==> config.mk <==
export PLATFORM = sky130hd
export DESIGN_NAME = punit_ctrl_seq
export DESIGN_NICKNAME = d
export VERILOG_FILES = /design/src/rtl/punit_ctrl_seq.sv
export SDC_FILE = /design/constraint.sdc
export NUM_CORES = 1
export LEC_CHECK = 0
export ABC_AREA = 1
export CORE_ASPECT_RATIO = 0.9
export CORE_UTILIZATION = 40
export CTS_CLUSTER_SIZE = 10
export DETAILED_ROUTE_END_ITERATION = 12
export GPL_TIMING_DRIVEN = 0
export PLACE_DENSITY_LB_ADDON = 0.2
export SLEW_MARGIN = 20
export SYNTH_ARGS = -nofsm -noshare
export SYNTH_HDL_FRONTEND = slang
export SYNTH_SLANG_ARGS = --single-unit
==> constraint.sdc <==
create_clock -name clk_i -period 1.3 [get_ports clk_i]
set_clock_uncertainty 0.05 [all_clocks]
set_input_delay 0.26 -clock clk_i [delete_from_list [all_inputs] [get_ports clk_i]]
set_output_delay 0.26 -clock clk_i [all_outputs]
set_load 0.03 [all_outputs]
==> src/rtl/punit_ctrl_seq.sv <==
// Control sequencer for the processing unit: fetch over stb/ack, decode ALU R/I instructions, drive datapath controls.
// Optional fetch-timeout error state is enabled by defining PUNIT_TIMEOUT_EN.
//
// state     | meaning
// FETCH     | 000 request instruction at PC, wait for ack
// DECODE    | 001 controls valid from latched IR, illegal check
// EXECUTE   | 010 ALU operates, controls held
// WRITEBACK | 100 one register-file write strobe, PC advances
// ERROR     | 111 fetch timed out, everything quiet until reset
module punit_ctrl_seq #(
    parameter int                ADDR_W      = 12,
    parameter int                REG_AW      = 3,
    parameter int                IMM_W       = 8,
    parameter logic [ADDR_W-1:0] RESET_PC    = '0,
    parameter int                TIMEOUT_CYC = 16,
    localparam int               INST_W      = 4 + 2*REG_AW + IMM_W
) (
    input  logic              clk_i,
    input  logic              rst_i,
    input  logic              clkEn_i,
    output logic [ADDR_W-1:0] inst_adr_o,
    output logic              inst_stb_o,
    input  logic [INST_W-1:0] inst_dat_i,
    input  logic              inst_ack_i,
    output logic [1:0]        RegMux_c_o,
    output logic              RegWrt_c_o,
    output logic              op2_c_o,
    output logic [3:0]        ALUOp_c_o,
    output logic [REG_AW-1:0] rd_o,
    output logic [REG_AW-1:0] rs_o,
    output logic [REG_AW-1:0] rs2_o,
    output logic [IMM_W-1:0]  immed_o,
    output logic [2:0]        state_o,
    output logic              illegal_o,
    output logic              err_o
);

    typedef enum logic [2:0] {
        S_FETCH     = 3'b000,
        S_DECODE    = 3'b001,
        S_EXECUTE   = 3'b010,
        S_WRITEBACK = 3'b100,
        S_ERROR     = 3'b111
    } state_t;

    state_t            state;
    logic [ADDR_W-1:0] pc;

    logic [3:0] op_in;
    logic [2:0] func_in;
    logic       rtype_in;
    logic       legal_in;

    // Decode straight off the bus so controls are registered on the same edge that latches the IR.
    assign op_in    = inst_dat_i[INST_W-1 -: 4];
    assign func_in  = inst_dat_i[2:0];
    assign rtype_in = (op_in == 4'b1110);
    assign legal_in = (op_in[3:2] == 2'b00) || (rtype_in && !func_in[2]);

`ifdef PUNIT_TIMEOUT_EN
    localparam int TMO_W = $clog2(TIMEOUT_CYC) + 1;
    localparam logic [TMO_W-1:0] TMO_LOAD = TMO_W'(TIMEOUT_CYC - 1);
    logic [TMO_W-1:0] tmo_cnt;
`endif

    always_ff @(posedge clk_i or posedge rst_i) begin
        if (rst_i) begin
            state      <= S_FETCH;
            pc         <= RESET_PC;
            RegWrt_c_o <= 1'b0;
            op2_c_o    <= 1'b0;
            ALUOp_c_o  <= 4'b0000;
            rd_o       <= '0;
            rs_o       <= '0;
            rs2_o      <= '0;
            immed_o    <= '0;
            illegal_o  <= 1'b0;
`ifdef PUNIT_TIMEOUT_EN
            tmo_cnt    <= TMO_LOAD;
`endif
        end else if (clkEn_i) begin
            case (state)
                S_FETCH: begin
                    if (inst_ack_i) begin
                        state     <= S_DECODE;
                        rd_o      <= inst_dat_i[INST_W-5 -: REG_AW];
                        rs_o      <= inst_dat_i[INST_W-5-REG_AW -: REG_AW];
                        rs2_o     <= inst_dat_i[IMM_W-1 -: REG_AW];
                        immed_o   <= inst_dat_i[IMM_W-1:0];
                        illegal_o <= !legal_in;
                        op2_c_o   <= legal_in && rtype_in;
                        if (!legal_in)
                            ALUOp_c_o <= 4'b0000;
                        else if (rtype_in)
                            ALUOp_c_o <= {1'b0, func_in};
                        else
                            ALUOp_c_o <= op_in;
`ifdef PUNIT_TIMEOUT_EN
                        tmo_cnt   <= TMO_LOAD;
                    end else if (tmo_cnt == '0) begin
                        state     <= S_ERROR;
                    end else begin
                        tmo_cnt   <= tmo_cnt - 1'b1;
`endif
                    end
                end
                S_DECODE: begin
                    illegal_o <= 1'b0;
                    if (illegal_o) begin
                        // Illegal word is skipped: no execute/writeback, move on to the next address.
                        state     <= S_FETCH;
                        pc        <= pc + 1'b1;
                        op2_c_o   <= 1'b0;
                        ALUOp_c_o <= 4'b0000;
                        rd_o      <= '0;
                        rs_o      <= '0;
                        rs2_o     <= '0;
                        immed_o   <= '0;
                    end else begin
                        state     <= S_EXECUTE;
                    end
                end
                S_EXECUTE: begin
                    state      <= S_WRITEBACK;
                    RegWrt_c_o <= 1'b1;
                end
                S_WRITEBACK: begin
                    state      <= S_FETCH;
                    pc         <= pc + 1'b1;
                    RegWrt_c_o <= 1'b0;
                    op2_c_o    <= 1'b0;
                    ALUOp_c_o  <= 4'b0000;
                    rd_o       <= '0;
                    rs_o       <= '0;
                    rs2_o      <= '0;
                    immed_o    <= '0;
                end
                S_ERROR: begin
                    state <= S_ERROR;
                end
                default: begin
                    state <= S_FETCH;
                end
            endcase
        end
    end

    assign inst_adr_o = pc;
    assign inst_stb_o = (state == S_FETCH);
    assign state_o    = state;
    assign RegMux_c_o = 2'b00;

`ifdef PUNIT_TIMEOUT_EN
    assign err_o = (state == S_ERROR);
`else
    assign err_o = 1'b0;
`endif

endmodule
==> metrics.md, run 1 <==
| Metric | Value |
|---|---|
| Nets@finish | `340` |
| Most instantiated cells after synthesis | `nand2_1 (85), dfrtp_1 (36), inv_1 (19)` |
| CP Depth | `6` |
| Critical path buffers and inverters | `2` |
| Crit-path cells | `nor2_4 -> buf_6 -> nand3b_1 -> nand3_4 -> buf_4 -> o21ai_0` |
| Rows | `22` |
| Largest delay contributor family on the critical path | `simple AND/OR/NAND/NOR gates` |
| Hold Slack | `0.364 ns` |
| Period minus WS final | `1.60 ns` |
| Initial DRT Pass Iterations | `4` |
| DRC | `0` |
| Max-slew headroom | `0.500` |
| Crit path DAT | `1.73 ns` |
| Count of different cell masters after synthesis | `27` |
| Sw Share | `0.456` |
| Area share of the largest cell type after synthesis | `0.500` |
| CTS H-tree depth | `2` |
| Max-Cap Viols | `0` |
| Psw | `3.02 mW` |
| FMAX | `623 MHz` |
| Status | `complete, but fails checks` |
| DR vias/cell | `4.70` |
| TritonCTS clock tree | `yes` |
| Worst setup margin | `-0.304 ns` |
| Clk network pwr share | `0.151` |
| Total gr overflow | `0` |
| Reg2Reg Depth | `6` |
| Share of async-settable or async-resettable flops after synthesis | `1.00` |
| RSZ-0062 raised after global routing | `true` |
| Post-route ant nets | `0` |
| Final wirelength | `4.77 mm` |
| Int Pwr | `3.61 mW` |
| Worst-Margin Slew | `0.749 ns` |
| Routed wire per std cell | `12.6 um` |
| Layout cells sized above 1 | `0.409` |
| Synthesis warning total | `0` |
| Starting DRT DRC Count | `99` |
| Initial antenna violation count | `0` |
| CTS root buf | `clkbuf_8` |
| Via Count | `1778` |
| Cell area after synthesis | `0.00180 sq mm` |
| Yosys reg bits | `36` |
| Total instance count after detailed placement | `349` |
| Core footprint | `0.00418 sq mm` |
| GRT Resource Usage Total | `0.208` |
| Post-Synthesis Mean Instance Area | `7.97 sq um` |
| # port buffers | `61` |
| Logic pwr share | `0.583` |
| Syn Inst Count | `226` |
| Top FF cell, synth | `dfrtp_1` |
| Pleak | `1.44 nW` |
| Slowest stage delay, CP | `0.48 ns` |
| Area of the multi-input gates | `897 sq um` |
| HP Class | `in2async` |
| CTS sink cnt | `36` |
| Clk buf depth | `2` |
| Startpoint type of the worst setup path | `register` |
| Tot Pwr | `6.62 mW` |
| Crit path max fanout | `6` |
| Num CTS Buffers | `5` |
| Worst vdd ir | `1.65 mV` |
| Initial core utilization | `0.430` |
| Setup violators final | `38` |
| Cell taking the most area after synthesis | `dfrtp_1` |
| Non-Filler Instances | `378` |
| Global placer's final weighted congestion | `0.833` |
| Failing checks | `negative setup slack` |
| WS Path Type | `reg2reg` |
| Die Wd | `72.7 um` |
| Seq. cell area | `911 sq um` |
| Area Overhead vs Synth | `57.9%` |
| Setup TNS | `-7.51 ns` |
| Reg power frac | `0.266` |
| Largest cells by area after synthesis | `dfrtp_1 (50%), nand2_1 (18%), inv_1 (4.0%), nand3_1 (3.3%), o21ai_0 (3.1%)` |
| Clk Latency, worst-skew pair | `0.30 ns` |
| Vias in the first global route | `1711` |
| Largest net degree at the start of global routing | `37` |
| Die area | `0.00477 sq mm` |
| Die Y | `65.7 um` |
| Worst-path clk slew | `0.08 ns` |
| Pwr dens | `2330 mW/mm^2` |
| Worst EP required | `1.43 ns` |
| Register area share after synthesis | `0.500` |
| CP endpoint kind | `register` |
| CP max-delay cell | `dfrtp_2` |
| Final-report max-slew violation count | `0` |
| Number of enable flip-flop cells after synthesis | `0` |
| IO Pins | `65` |
| Count leader, synth | `nand2_1` |
| First-pass GRT wire length | `7.53 mm` |
| Final hold vios | `0` |
| Setup WS pre-CTS | `-0.522 ns` |
| ANT cells | `0` |
| Fill count | `364` |
| Hold_buf cts | `0` |
| Final period util | `1.23` |
| Dpl hpwl | `2.95 mm` |
-- registers in the layout, summed over array words and instances, names as in the netlist --
| register | count |
|---|---|
| ALUOp_c_o | 4 |
| RegWrt_c_o | 1 |
| illegal_o | 1 |
| immed_o | 6 |
| inst_adr_o | 12 |
| op2_c_o | 1 |
| rd_o | 3 |
| rs2_o | 2 |
| rs_o | 3 |
| state_o | 3 |
-- through the flow --
stage	area (sq um)	utilization
after global routing	2840	0.679
final	2840	0.679
after CTS	2780	0.664
after detailed placement	2550	0.609
after floorplan	1860	-
after global placement	2550	0.609
-- what timing repair did --
| action | 4_1_cts | 5_1_grt |
|---|---|---|
| setup buffers | 12 | 6 |
| gates cloned | 1 | 2 |
| pin swaps | 14 | 9 |
| setup endpoints to repair | 74 | 61 |
| gates resized for setup | 174 | 80 |
-- cell families after synthesis --
logic type	count (synthesis)	share of synthesized area
AOI/OAI and AO/OA	24	0.0695
other	1	0.00208
and+or+nand+nor	126	0.303
xor gates and xnor gates	6	0.0292
buffers and inverters	32	0.0889
DFF	36	0.500
adders and majority gates	1	0.00695
-- area by class of cell --
type / instances / share of cell area
inverters: 20 / 0.0282
well taps: 60 / 0.0264
flip-flops and latches: 36 / 0.320
repair buffers: 82 / 0.232
plain buffers: 12 / 0.0387
clock buffers: 5 / 0.0242
multi-input cells: 160 / 0.316
clock inverters: 3 / 0.0150
-- power by group through the flow --
stage	registers [mW]	clock network, mW	logic [mW]
floorplan	2.40	0	1.41
global placement	1.78	0	3.12
detailed placement	1.78	0	3.16
CTS	1.74	1.01	3.42
global route	1.80	1.07	4.13
finish	1.76	0.998	3.86
-- final timing paths --
kind | startpoint | slack (ns) | to
hold / removal | rst_i | 0.36 | inst_adr_o[5]
hold reg to reg | ALUOp_c_o[0] | 0.43 | ALUOp_c_o[0]
max in group asynchronous | rst_i | 0.31 | inst_adr_o[7]
setup reg to reg | state_o[1] | -0.30 | immed_o[3]
setup / recovery | state_o[1] | -0.30 | immed_o[3]
min in group clk_i | ALUOp_c_o[0] | 0.43 | ALUOp_c_o[0]
-- layer usage --
metal  wire length [um]  global-route usage
met5                  0                   0
met4                 45              0.0564
met3                292              0.0644
met2               2360               0.363
met1               2070               0.247
-- layout by cell type (no fill, tap or decap), types with 2 or more instances in the layout --
master           count
nand2_1             69
o21ai_2              5
nor3_1               2
inv_1               17
dfrtp_2              8
nor2_4               4
o21ai_0              3
inv_2                2
buf_2               27
nand3_1              7
conb_1               3
dfrtp_1             28
clkbuf_8             5
nor2_2               2
nand2_2             17
buf_4               23
clkdlybuf4s15_2      6
xnor2_1              3
nand3b_1             5
a21oi_1              3
clkdlybuf4s50_1     21
o21ai_1             10
nor2_1               9
nand3_4              2
xor2_1               3
nand3_2              3
buf_6               14
a31oi_1              2
clkbuf_2             2
Note: power is estimated with default switching activity, not from simulation.
==> inputs of run 2 (changes only) <==
==> constraint.sdc (replaced) <==
create_clock -name clk_i -period 1.3 [get_ports clk_i]
set_clock_uncertainty 0.05 [all_clocks]
set_input_delay 0.13 -clock clk_i [delete_from_list [all_inputs] [get_ports clk_i]]
set_output_delay 0.13 -clock clk_i [all_outputs]
set_load 0.03 [all_outputs]
==> run 2 against run 1 <==
The flow still finishes with violations (negative setup slack). Sequential power about the same. Routed wire length down 1.8%. Sequential cell count is the same. Via count decreased by 1.3%. First-iteration DRC count fell by 22%.
==> metrics.md, run 2 (synthesized netlist as in run 1, its figures left out) <==
| Metric | Value |
|---|---|
| Via Count | `1755 (was 1778)` |
| Clk Latency, worst-skew pair | `0.30 ns (about the same)` |
| Crit-path cells | `nor2_4 -> nand3b_1 -> buf_4 -> o211ai_1 -> o21ai_1 (was nor2_4 -> buf_6 -> nand3b_1 -> nand3_4 -> buf_4 -> o21ai_0)` |
| Nets@finish | `335 (was 340)` |
| Dpl hpwl | `2.95 mm (unchanged)` |
| Pleak | `1.43 nW (was 1.44 nW)` |
| Num CTS Buffers | `5 (unchanged)` |
| Most frequent cells in the layout | `nand2_1 (73), dfrtp_1 (29), clkdlybuf4s50_1 (21), dlygate4sd2_1 (21), buf_4 (20) (was nand2_1 (69), dfrtp_1 (28), buf_2 (27))` |
| Setup WS pre-CTS | `-0.392 ns (was -0.522 ns)` |
| Most common cell after layout, fill and taps aside | `nand2_1 (unchanged)` |
| Worst-Margin Slew | `0.742 ns (was 0.749 ns)` |
| # port buffers | `61 (unchanged)` |
| HP Class | `in2async (unchanged)` |
| Worst setup margin | `-0.197 ns (was -0.304 ns)` |
| GRT Resource Usage Total | `0.214 (was 0.208)` |
| Rows | `22 (unchanged)` |
| Pwr dens | `2260 mW/mm^2 (was 2330 mW/mm^2)` |
| Failing checks | `negative setup slack (unchanged)` |
| Initial core utilization | `0.430 (unchanged)` |
| Largest net degree at the start of global routing | `37 (unchanged)` |
| CP endpoint kind | `register (unchanged)` |
| Status | `complete, but fails checks (unchanged)` |
| Die Y | `65.7 um (unchanged)` |
| Die Wd | `72.7 um (unchanged)` |
| Final-report max-slew violation count | `0 (unchanged)` |
| Total instance count after detailed placement | `349 (unchanged)` |
| Max-slew headroom | `0.505 (was 0.500)` |
| Core footprint | `0.00418 sq mm (unchanged)` |
| Non-Filler Instances | `373 (was 378)` |
| Total gr overflow | `0 (unchanged)` |
| CTS root buf | `clkbuf_8 (unchanged)` |
| Post-route ant nets | `0 (unchanged)` |
| R2R setup slack | `-0.20 ns (was -0.30 ns)` |
| First-pass GRT wire length | `7.71 mm (was 7.53 mm)` |
| Hold Slack | `0.228 ns (was 0.364 ns)` |
| Clk buf depth | `2 (unchanged)` |
| Worst vdd ir | `1.53 mV (was 1.65 mV)` |
| Crit path DAT | `1.62 ns (was 1.73 ns)` |
| Starting DRT DRC Count | `77 (was 99)` |
| Largest register FFs | `12 (unchanged)` |
| CTS H-tree depth | `2 (unchanged)` |
| Final Util | `0.678 (was 0.679)` |
| Worst-path clk slew | `0.08 ns (about the same)` |
| Max-Cap Viols | `0 (unchanged)` |
| CP max-delay cell | `dfrtp_2 (unchanged)` |
| Final period util | `1.15 (was 1.23)` |
| Setup violators final | `37 (was 38)` |
| Vias in the first global route | `1719 (was 1711)` |
| DR vias/cell | `4.71 (was 4.70)` |
| Slowest stage delay, CP | `0.45 ns (was 0.48 ns)` |
| Crit path max fanout | `4 (was 6)` |
| WS Path Type | `reg2reg (unchanged)` |
| Routed wire per std cell | `12.6 um (about the same)` |
| Hold_buf cts | `0 (unchanged)` |
| Period minus WS final | `1.50 ns (was 1.60 ns)` |
| Layout cells sized above 1 | `0.304 (was 0.409)` |
| Critical path buffers and inverters | `1 (was 2)` |
| Global placer's final weighted congestion | `0.833 (unchanged)` |
| DRC | `0 (unchanged)` |
| RSZ-0062 raised after global routing | `true (unchanged)` |
| Area Overhead vs Synth | `57.6% (was 57.9%)` |
| Initial DRT Pass Iterations | `4 (unchanged)` |
| Die area | `0.00477 sq mm (unchanged)` |
| ANT cells | `0 (unchanged)` |
| Worst EP required | `1.42 ns (was 1.43 ns)` |
| Final hold vios | `0 (unchanged)` |
| FMAX | `668 MHz (was 623 MHz)` |
| Largest delay contributor family on the critical path | `flip-flops (was simple AND/OR/NAND/NOR gates)` |
| Startpoint type of the worst setup path | `register (unchanged)` |
| IO Pins | `65 (unchanged)` |
| Final wirelength | `4.69 mm (was 4.77 mm)` |
| CTS sink cnt | `36 (unchanged)` |
| TritonCTS clock tree | `yes (unchanged)` |
| Initial antenna violation count | `0 (unchanged)` |
-- run 2: changes by cell type in the layout (fill, tap and decap cells not counted), sizes merged --
| cell | delta |
|---|---|
| buf | -34 |
| dlygate4sd2 | +21 |
| clkbuf | +4 |
| clkdlybuf4s15 | +4 |
-- run 2: timing repair --
action,CTS,global route
cloned,3,0
pin swaps,12,6
setup buffers,10,3
endpoints found under the setup margin,71,48
gates resized for setup,100,33
-- run 2: area by class of cell --
cell class	instances	area, sq um
Inverter	20	77.6
Sequential cell	36	910
Clock inverter	3	42.5
Clock buffer	5	68.8
Buffer	12	106
Tap cell	60	75.1
Multi-Input combinational cell	160	871
Fill cell	350	1350
Timing Repair Buffer	77	687
-- run 2: path summary, 6_finish.rpt --
kind,from,to,cells past startpoint
setup / recovery,state_o[0],state_o[2],5
hold / removal,rst_i,inst_adr_o[1],2
setup reg to reg,state_o[0],state_o[2],5
hold reg to reg,op2_c_o,op2_c_o,2
max in group asynchronous,rst_i,state_o[0],2
min in group clk_i,inst_dat_i[4],immed_o[4],3
-- run 2: power by group --
| part | switching, mW | total (mW) | internal (mW) |
|---|---|---|---|
| registers | 0.283 | 1.75 | 1.47 |
| logic | 2.22 | 3.66 | 1.44 |
| clock network | 0.429 | 0.997 | 0.567 |
-- run 2: routing by layer --
metal / routed length, um / vias up / global-route usage
met5: 0 / - / 0
met4: 90 / 0 / 0.0711
met3: 248 / 12 / 0.0660
met2: 2290 / 42 / 0.370
met1: 2060 / 825 / 0.252
li1: - / 876 / -
-- run 2: per-stage QoR --
step                      setup TNS [ns]  total power [mW]  instance area (sq um)
after global routing               -7.91              6.80                   2840
after floorplan                    -1.52              3.81                   1860
final                              -4.95              6.41                   2840
after detailed placement          -10.94              4.95                   2550
after CTS                          -3.15              6.20                   2800
after global placement            -29.27              4.89                   2550
